[config.mk]
export PLATFORM = sky130hd
export DESIGN_NAME = shift_reg_univ
export DESIGN_NICKNAME = d
export VERILOG_FILES = /design/src/rtl/shift_reg_pkg.sv /design/src/rtl/shift_reg_univ_ctrl.sv /design/src/rtl/shift_reg_univ.sv
export SDC_FILE = /design/constraint.sdc
export NUM_CORES = 1
export LEC_CHECK = 0
export BUFFER_PORTS_ARGS = -buffer_cell sky130_fd_sc_hd__clkbuf_2
export CORE_MARGIN = 2
export CORE_UTILIZATION = 42
export CTS_BUF_LIST = sky130_fd_sc_hd__clkbuf_16
export CTS_CLUSTER_SIZE = 25
export DETAILED_ROUTE_END_ITERATION = 8
export PLACE_DENSITY = 0.75
export SYNTH_ARGS = -nofsm -noshare
export SYNTH_HDL_FRONTEND = slang
export SYNTH_SLANG_ARGS = --single-unit
[constraint.sdc]
create_clock -name clk -period 1.1 [get_ports clk]
set_clock_uncertainty 0.05 [all_clocks]
set_input_delay 0.165 -clock clk [delete_from_list [all_inputs] [get_ports clk]]
set_output_delay 0.165 -clock clk [all_outputs]
set_load 0.02 [all_outputs]
[src/rtl/shift_reg_pkg.sv]
// Shared encodings for the universal shift register: operating modes and
// controller states.
package shift_reg_pkg;

  localparam logic [2:0] MODE_HOLD = 3'd0;
  localparam logic [2:0] MODE_LOAD = 3'd1;
  localparam logic [2:0] MODE_SHL  = 3'd2;
  localparam logic [2:0] MODE_SHR  = 3'd3;
  localparam logic [2:0] MODE_ROL  = 3'd4;
  localparam logic [2:0] MODE_ROR  = 3'd5;

  typedef enum logic {
    ST_IDLE   = 1'b0,
    ST_ACTIVE = 1'b1
  } state_t;

endpackage

[src/rtl/shift_reg_univ_ctrl.sv]
// Shift-count controller: tracks the shifts of a loaded word and pulses done
// once SHIFT_LEN of them have been counted.
module shift_ctrl
  import shift_reg_pkg::*;
#(
  parameter int SHIFT_LEN = 8,
  parameter int CNT_W     = $clog2(SHIFT_LEN + 1)
) (
  input  logic             clk,
  input  logic             reset,
  input  logic             load,
  input  logic             shift,
  output logic             busy,
  output logic             done,
  output logic [CNT_W-1:0] shift_cnt
);

  state_t           state, state_nxt;
  logic [CNT_W-1:0] cnt_nxt;
  logic             done_nxt;

  always_ff @(posedge clk) begin
    if (reset) begin
      state     <= ST_IDLE;
      shift_cnt <= '0;
      done      <= 1'b0;
    end else begin
      state     <= state_nxt;
      shift_cnt <= cnt_nxt;
      done      <= done_nxt;
    end
  end

  // Strobes arrive already qualified by en; done is a pulse, so it defaults low.
  always_comb begin
    state_nxt = state;
    cnt_nxt   = shift_cnt;
    done_nxt  = 1'b0;
    if (load) begin
      state_nxt = ST_ACTIVE;
      cnt_nxt   = '0;
    end else if (shift && state == ST_ACTIVE) begin
      cnt_nxt = shift_cnt + CNT_W'(1);
      if (cnt_nxt == CNT_W'(SHIFT_LEN)) begin
        done_nxt  = 1'b1;
        state_nxt = ST_IDLE;
      end
    end
  end

  assign busy = (state == ST_ACTIVE);

endmodule

[src/rtl/shift_reg_univ.sv]
// Universal shift register datapath (hold/load/shift/rotate) with a shift-out
// counter. Rotate modes exist only when SHIFT_REG_ROTATE_EN is defined.
module shift_reg_univ
  import shift_reg_pkg::*;
#(
  parameter  int WIDTH     = 8,
  parameter  int SHIFT_LEN = WIDTH,
  localparam int CNT_W     = $clog2(SHIFT_LEN + 1)
) (
  input  logic             clk,
  input  logic             reset,
  input  logic             en,
  input  logic [2:0]       mode,
  input  logic [WIDTH-1:0] data,
  input  logic             ser_in,
  output logic [WIDTH-1:0] q,
  output logic             ser_out,
  output logic             busy,
  output logic             done,
  output logic [CNT_W-1:0] shift_cnt
);

  logic load, shift;

  assign load = en && (mode == MODE_LOAD);

  always_comb begin
    shift = 1'b0;
    if (en) begin
      case (mode)
        MODE_SHL, MODE_SHR: shift = 1'b1;
`ifdef SHIFT_REG_ROTATE_EN
        MODE_ROL, MODE_ROR: shift = 1'b1;
`endif
        default: shift = 1'b0;
      endcase
    end
  end

  always_ff @(posedge clk) begin
    if (reset) begin
      q       <= '0;
      ser_out <= 1'b0;
    end else if (en) begin
      case (mode)
        MODE_LOAD: q <= data;
        MODE_SHL: begin
          q       <= {q[WIDTH-2:0], ser_in};
          ser_out <= q[WIDTH-1];
        end
        MODE_SHR: begin
          q       <= {ser_in, q[WIDTH-1:1]};
          ser_out <= q[0];
        end
`ifdef SHIFT_REG_ROTATE_EN
        MODE_ROL: begin
          q       <= {q[WIDTH-2:0], q[WIDTH-1]};
          ser_out <= q[WIDTH-1];
        end
        MODE_ROR: begin
          q       <= {q[0], q[WIDTH-1:1]};
          ser_out <= q[0];
        end
`endif
        default: ;
      endcase
    end
  end

  shift_ctrl #(
    .SHIFT_LEN (SHIFT_LEN),
    .CNT_W     (CNT_W)
  ) u_ctrl (
    .clk       (clk),
    .reset     (reset),
    .load      (load),
    .shift     (shift),
    .busy      (busy),
    .done      (done),
    .shift_cnt (shift_cnt)
  );

endmodule

-- Word level (Yosys, flattened, before mapping)
Cells that the tools add are included.
- register bits after elaboration: 15
- input port bits: 15
- output and inout port bits: 15
- word-level logic and storage cells: 31
- add/subtract/negate cells: 1
- eq/ne operators: 4
- multiplexer cells: 8
- bitwise logic cells: 1
- reduce and logical (&&, ||, !) cells: 12
- operator list (operator ; count):
    $pmux 8 s3 ; 1
    $eq 3x2->1 const B ; 2
    $mux 1 ; 6
    $reduce_and 2->1 ; 3
    $reduce_bool 2->1 ; 3
    $add 4x1->4 const B ; 1
    $eq 4x4->1 const B ; 1
    $reduce_or 2->1 ; 2
    $eq 3x1->1 const B ; 1
    $reduce_bool 3->1 ; 1
    $reduce_or 3->1 ; 1
    $logic_and 1x1->1 ; 2
    $pmux 1 s2 ; 1
    $not 1->1 ; 1

-- Depth between registers and ports, before layout
- depth after elaboration: 7
- depth in mapped cells: 6
- gate-level depth less buffers: 4

-- Modules after synthesis
Synthesis repeated with hierarchy kept, for this count alone.
- cell total of the unflattened synthesis: 94
- area, all modules: 807.0 um2
- modules (own cells, without submodules) (module ; times used ; cells each ; area an instance (um2) ; seq. area each (um2)):
    shift_reg_univ ; 1 ; 64 ; 540.5 ; 180.2
    shift_ctrl ; 1 ; 30 ; 266.5 ; 120.1

-- Worst setup path before layout
OpenSTA, ideal clock, no wires.
- path type: flip-flop to flip-flop
- start point: register u_ctrl.shift_cnt[0]
- end point: register u_ctrl.state (netlist: u_ctrl.busy)
- library setup time: 128 ps
- arrival time: 1023 ps
- data required time: 922 ps
- path slack: -101 ps
- stages on the path, launching flop included: 5
- buffers on the path: 0
- clock period less this slack: 1201 ps
- path through: dfxtp_1 ha_1 o2111ai_1 a21oi_1 nor2_1
- cells in the longest elaborated chain, start to end: 4
- ends and longest elaborated chain (element ; line ; RTL):
    start, declared ; shift_reg_univ_ctrl.sv:15 ; output logic [CNT_W-1:0] shift_cnt
    start signal, assigned ; shift_reg_univ_ctrl.sv:29 ; shift_cnt <= cnt_nxt;
    $add 4x1->4 ; shift_reg_univ_ctrl.sv:43 ; cnt_nxt = shift_cnt + CNT_W'(1);
    $eq 4x4->1 ; shift_reg_univ_ctrl.sv:44 ; if (cnt_nxt == CNT_W'(SHIFT_LEN)) begin
    $reduce_bool 2->1 (no line) ; n/a ;
    $reduce_and 2->1 (no line) ; n/a ;
    end signal, assigned ; shift_reg_univ_ctrl.sv:28 ; state <= state_nxt;
    end, declared ; shift_reg_univ_ctrl.sv:18 ; state_t state, state_nxt;
No other way between the ends.
A chain may end at the register's enable or synchronous reset.

-- Worst setup path in the final report
- start point: register u_ctrl.shift_cnt[3]
- end point: register u_ctrl.state (netlist: u_ctrl.busy)
The elaborated chain is that of the path after synthesis.

==> results.py <==
metrics = {
    "clocking": {
        "cts_inserted_buffers": 3,
        "htreeDepth": 1,
        "cts_max_path_buffers": 2,
        "cts_root_buf": "clkbuf_16",
        "tritoncts": "yes",
        "clk_pin_slew_ns": 0.05,
        "clkSinkCount": 15,
        "insertion_delay_ns": 0.25,
        "ctsHoldBuffers": 0,
    },
    "synthesis": {
        "ys_ff_latch": 15,
        "syn_area_per_cell_um2": 9.07,
        "synth.largest_area_cell": "dfxtp_1",
        "postSynthCellCount": 88,
        "synth_cell_type_count": 26,
        "synth_top_area_share": 0.376,
        "synth_nets": 104,
        "syn_area_um2": 798,
        "yosys_warnings": 0,
        "ys_seq_area_frac": 0.376,
        "synth_area_leaders": "dfxtp_1 38%, mux2i_1 13%, nand2_1 7.5%",
    },
    "timing": {
        "finalSetupViolCount": 0,
        "drv_slew": 0,
        "holdWs_ns": 0.114,
        "finalSetupTns_ns": 0,
        "finalCriticalPeriod_ns": 1.08,
        "worstMarginPinSlew_ns": 0.310,
        "rsz0062_at_grt": "true",
        "fin_crit_sh": 0.985,
        "slew_headroom": 0.793,
        "fmax_mhz": 923,
        "hold_viol_final": 0,
    },
    "cells_and_area": {
        "diodes": 0,
        "utilization": 0.638,
        "final_common_cell": "clkbuf_2",
        "final_cell_mix": "27 x clkbuf_2, 16 x nand2_1, 10 x mux2i_1, 10 x buf_4, 10 x dfxtp_1",
        "syn_to_final_growth_pct": 41.1,
        "fin_nets": 144,
        "fill_cells": 161,
        "drive_gt1_frac": 0.449,
        "final_area_um2": 1130,
        "stdcell_count": 152,
    },
    "drt": {
        "drc": 0,
        "initialDrtViolationCount": 21,
        "top_layer": "met4",
        "drt_pre_antenna_iters": 4,
        "wl_mm": 2.00,
        "dr_wl_met3_um": 87,
        "num_vias": 797,
        "via_per_inst": 5.24,
        "wl_met2_mm": 1.02,
        "wl_met1_um": 855,
        "antenna_left": 0,
        "wl_per_cell_um": 13.2,
    },
    "setup_path": {
        "cp.required_ns": 1.19,
        "startpoint_type": "flip-flop",
        "reg2reg_slack_ns": 0.02,
        "critPathCaptureType": "flip-flop",
        "cp_cell_sequence": "a21boi_1 -> o2111ai_2 -> a21oi_1 -> nor2_1",
        "cp_slowest_cell": "dfxtp_2",
        "r2r_cells": 4,
        "cp_max_fo": 3,
        "max_stage_delay_ns": 0.33,
        "worstPathArrival_ns": 1.17,
        "critPathKind": "flip-flop to flip-flop",
    },
    "place": {
        "placed_cells": 148,
        "hpwl_mm": 1.44,
        "placed_cell_area_um2": 1030,
        "io_buffers": 29,
        "gp_congestion": 0.802,
    },
    "grt": {
        "grt_use_total": 0.192,
        "grt_pass1_vias": 663,
        "grt_max_degree": 17,
        "grt_overflow": 0,
        "grt_pass1_wl_mm": 2.97,
        "antenna_found_initial": 0,
    },
    "pwr": {
        "ir_drop_mv": 0.802,
        "p_leak_uw": 0.000521,
        "cellPowerDensity_nw_per_um2": 1320,
    },
    "status": {
        "outcome": "finished, final reports clean",
    },
    "floorplan": {
        "num_rows": 15,
        "coreArea_um2": 1760,
        "io_pins": 30,
        "die_w_um": 47.6,
        "start_util": 0.452,
        "die-area_um2": 2270,
        "chipHeight_um": 47.6,
    },
    "flow_run": {
        "max_cap_violations": 0,
    },
    "hold_path": {
        "hold_depth": 2,
        "hold_class": "primary input to flip-flop",
    },
}
state kept, by name (all words and copies together), names as in the netlist:
| name | cells |
|---|---|
| u_ctrl.busy | 1 |
| u_ctrl.done | 1 |
| ser_out | 1 |
| u_ctrl.shift_cnt | 4 |
| q | 8 |
worst max-delay path: cells and delay by family (launching register included):
family	cells	cell delay, ns
AOI/OAI and AO/OA	3	0.54
DFF	1	0.33
and+or+nand+nor	1	0.05
timing repair:
item | 4_1_cts | 5_1_grt
hold endpoints to repair | 0 | 0
pin swaps | 0 | 1
endpoints found under the setup margin | 1 | 4
cloned | 0 | 0
setup buffers | 0 | 0
gates resized for setup | 1 | 8
cells in the mapped netlist:
cell type  instances
o21ai_1            1
buf_12             1
o211ai_2           1
and3b_2            1
or2_4              1
buf_4              1
nor2_1             7
ha_1               1
clkbuf_1           1
nand2_1           16
and3b_1            2
a211oi_1           1
mux2i_1           10
xor2_1             3
dfxtp_1           15
and2_1             1
nand4_1            2
a21boi_0           1
nand3_1            1
o21a_2             1
o211ai_1           7
a21oi_1            9
buf_6              1
nor2b_4            1
nor2b_2            1
o2111ai_1          1
final timing paths:
kind,from,endpoint
setup / recovery,u_ctrl.shift_cnt[3]$_SDFFE_PP0P_,u_ctrl.busy$_SDFFE_PP0P_
hold reg to reg,q[5]$_SDFFE_PP0P_,q[5]$_SDFFE_PP0P_
hold / removal,reset,q[5]$_SDFFE_PP0P_
setup reg to reg,u_ctrl.shift_cnt[3]$_SDFFE_PP0P_,u_ctrl.busy$_SDFFE_PP0P_
cell families after synthesis:
family	synth area share
xor gates and xnor gates	0.0329
adders and majority gates	0.0157
buffers and inverters	0.0533
AOI/OAI and AO/OA	0.185
muxes	0.125
DFF	0.376
and+or+nand+nor	0.212
area by class of cell:
class                   count  area, µm²  area share
multi-input cells          69        467       0.414
well taps                  25       31.3      0.0278
clock buffers               3       75.1      0.0667
flip-flops and latches     15        307       0.272
repair buffers             39        241       0.214
clock inverters             1       5.00     0.00444
where the power goes:
group	leakage, µW	switching [µW]	internal (µW)
registers	0.000124	17.4	562
clock network	0.0000409	234	486
logic	0.000356	105	87.7
total	0.000521	356	1140
per-layer routing:
layer,GRT usage,vias up
li1,-,395
met1,0.246,372
met2,0.284,26
met3,0.0566,4
met4,0.114,0
met5,0,-
through the flow:
stage	setup slack [ns]	power [µW]
after global placement	-0.0335	777
final	0.0165	1490
after floorplan	0.0132	707
after detailed placement	-0.0599	780
after CTS	0.00930	1500
after global routing	-0.00676	1550
Power figures use the tool's default switching activity.
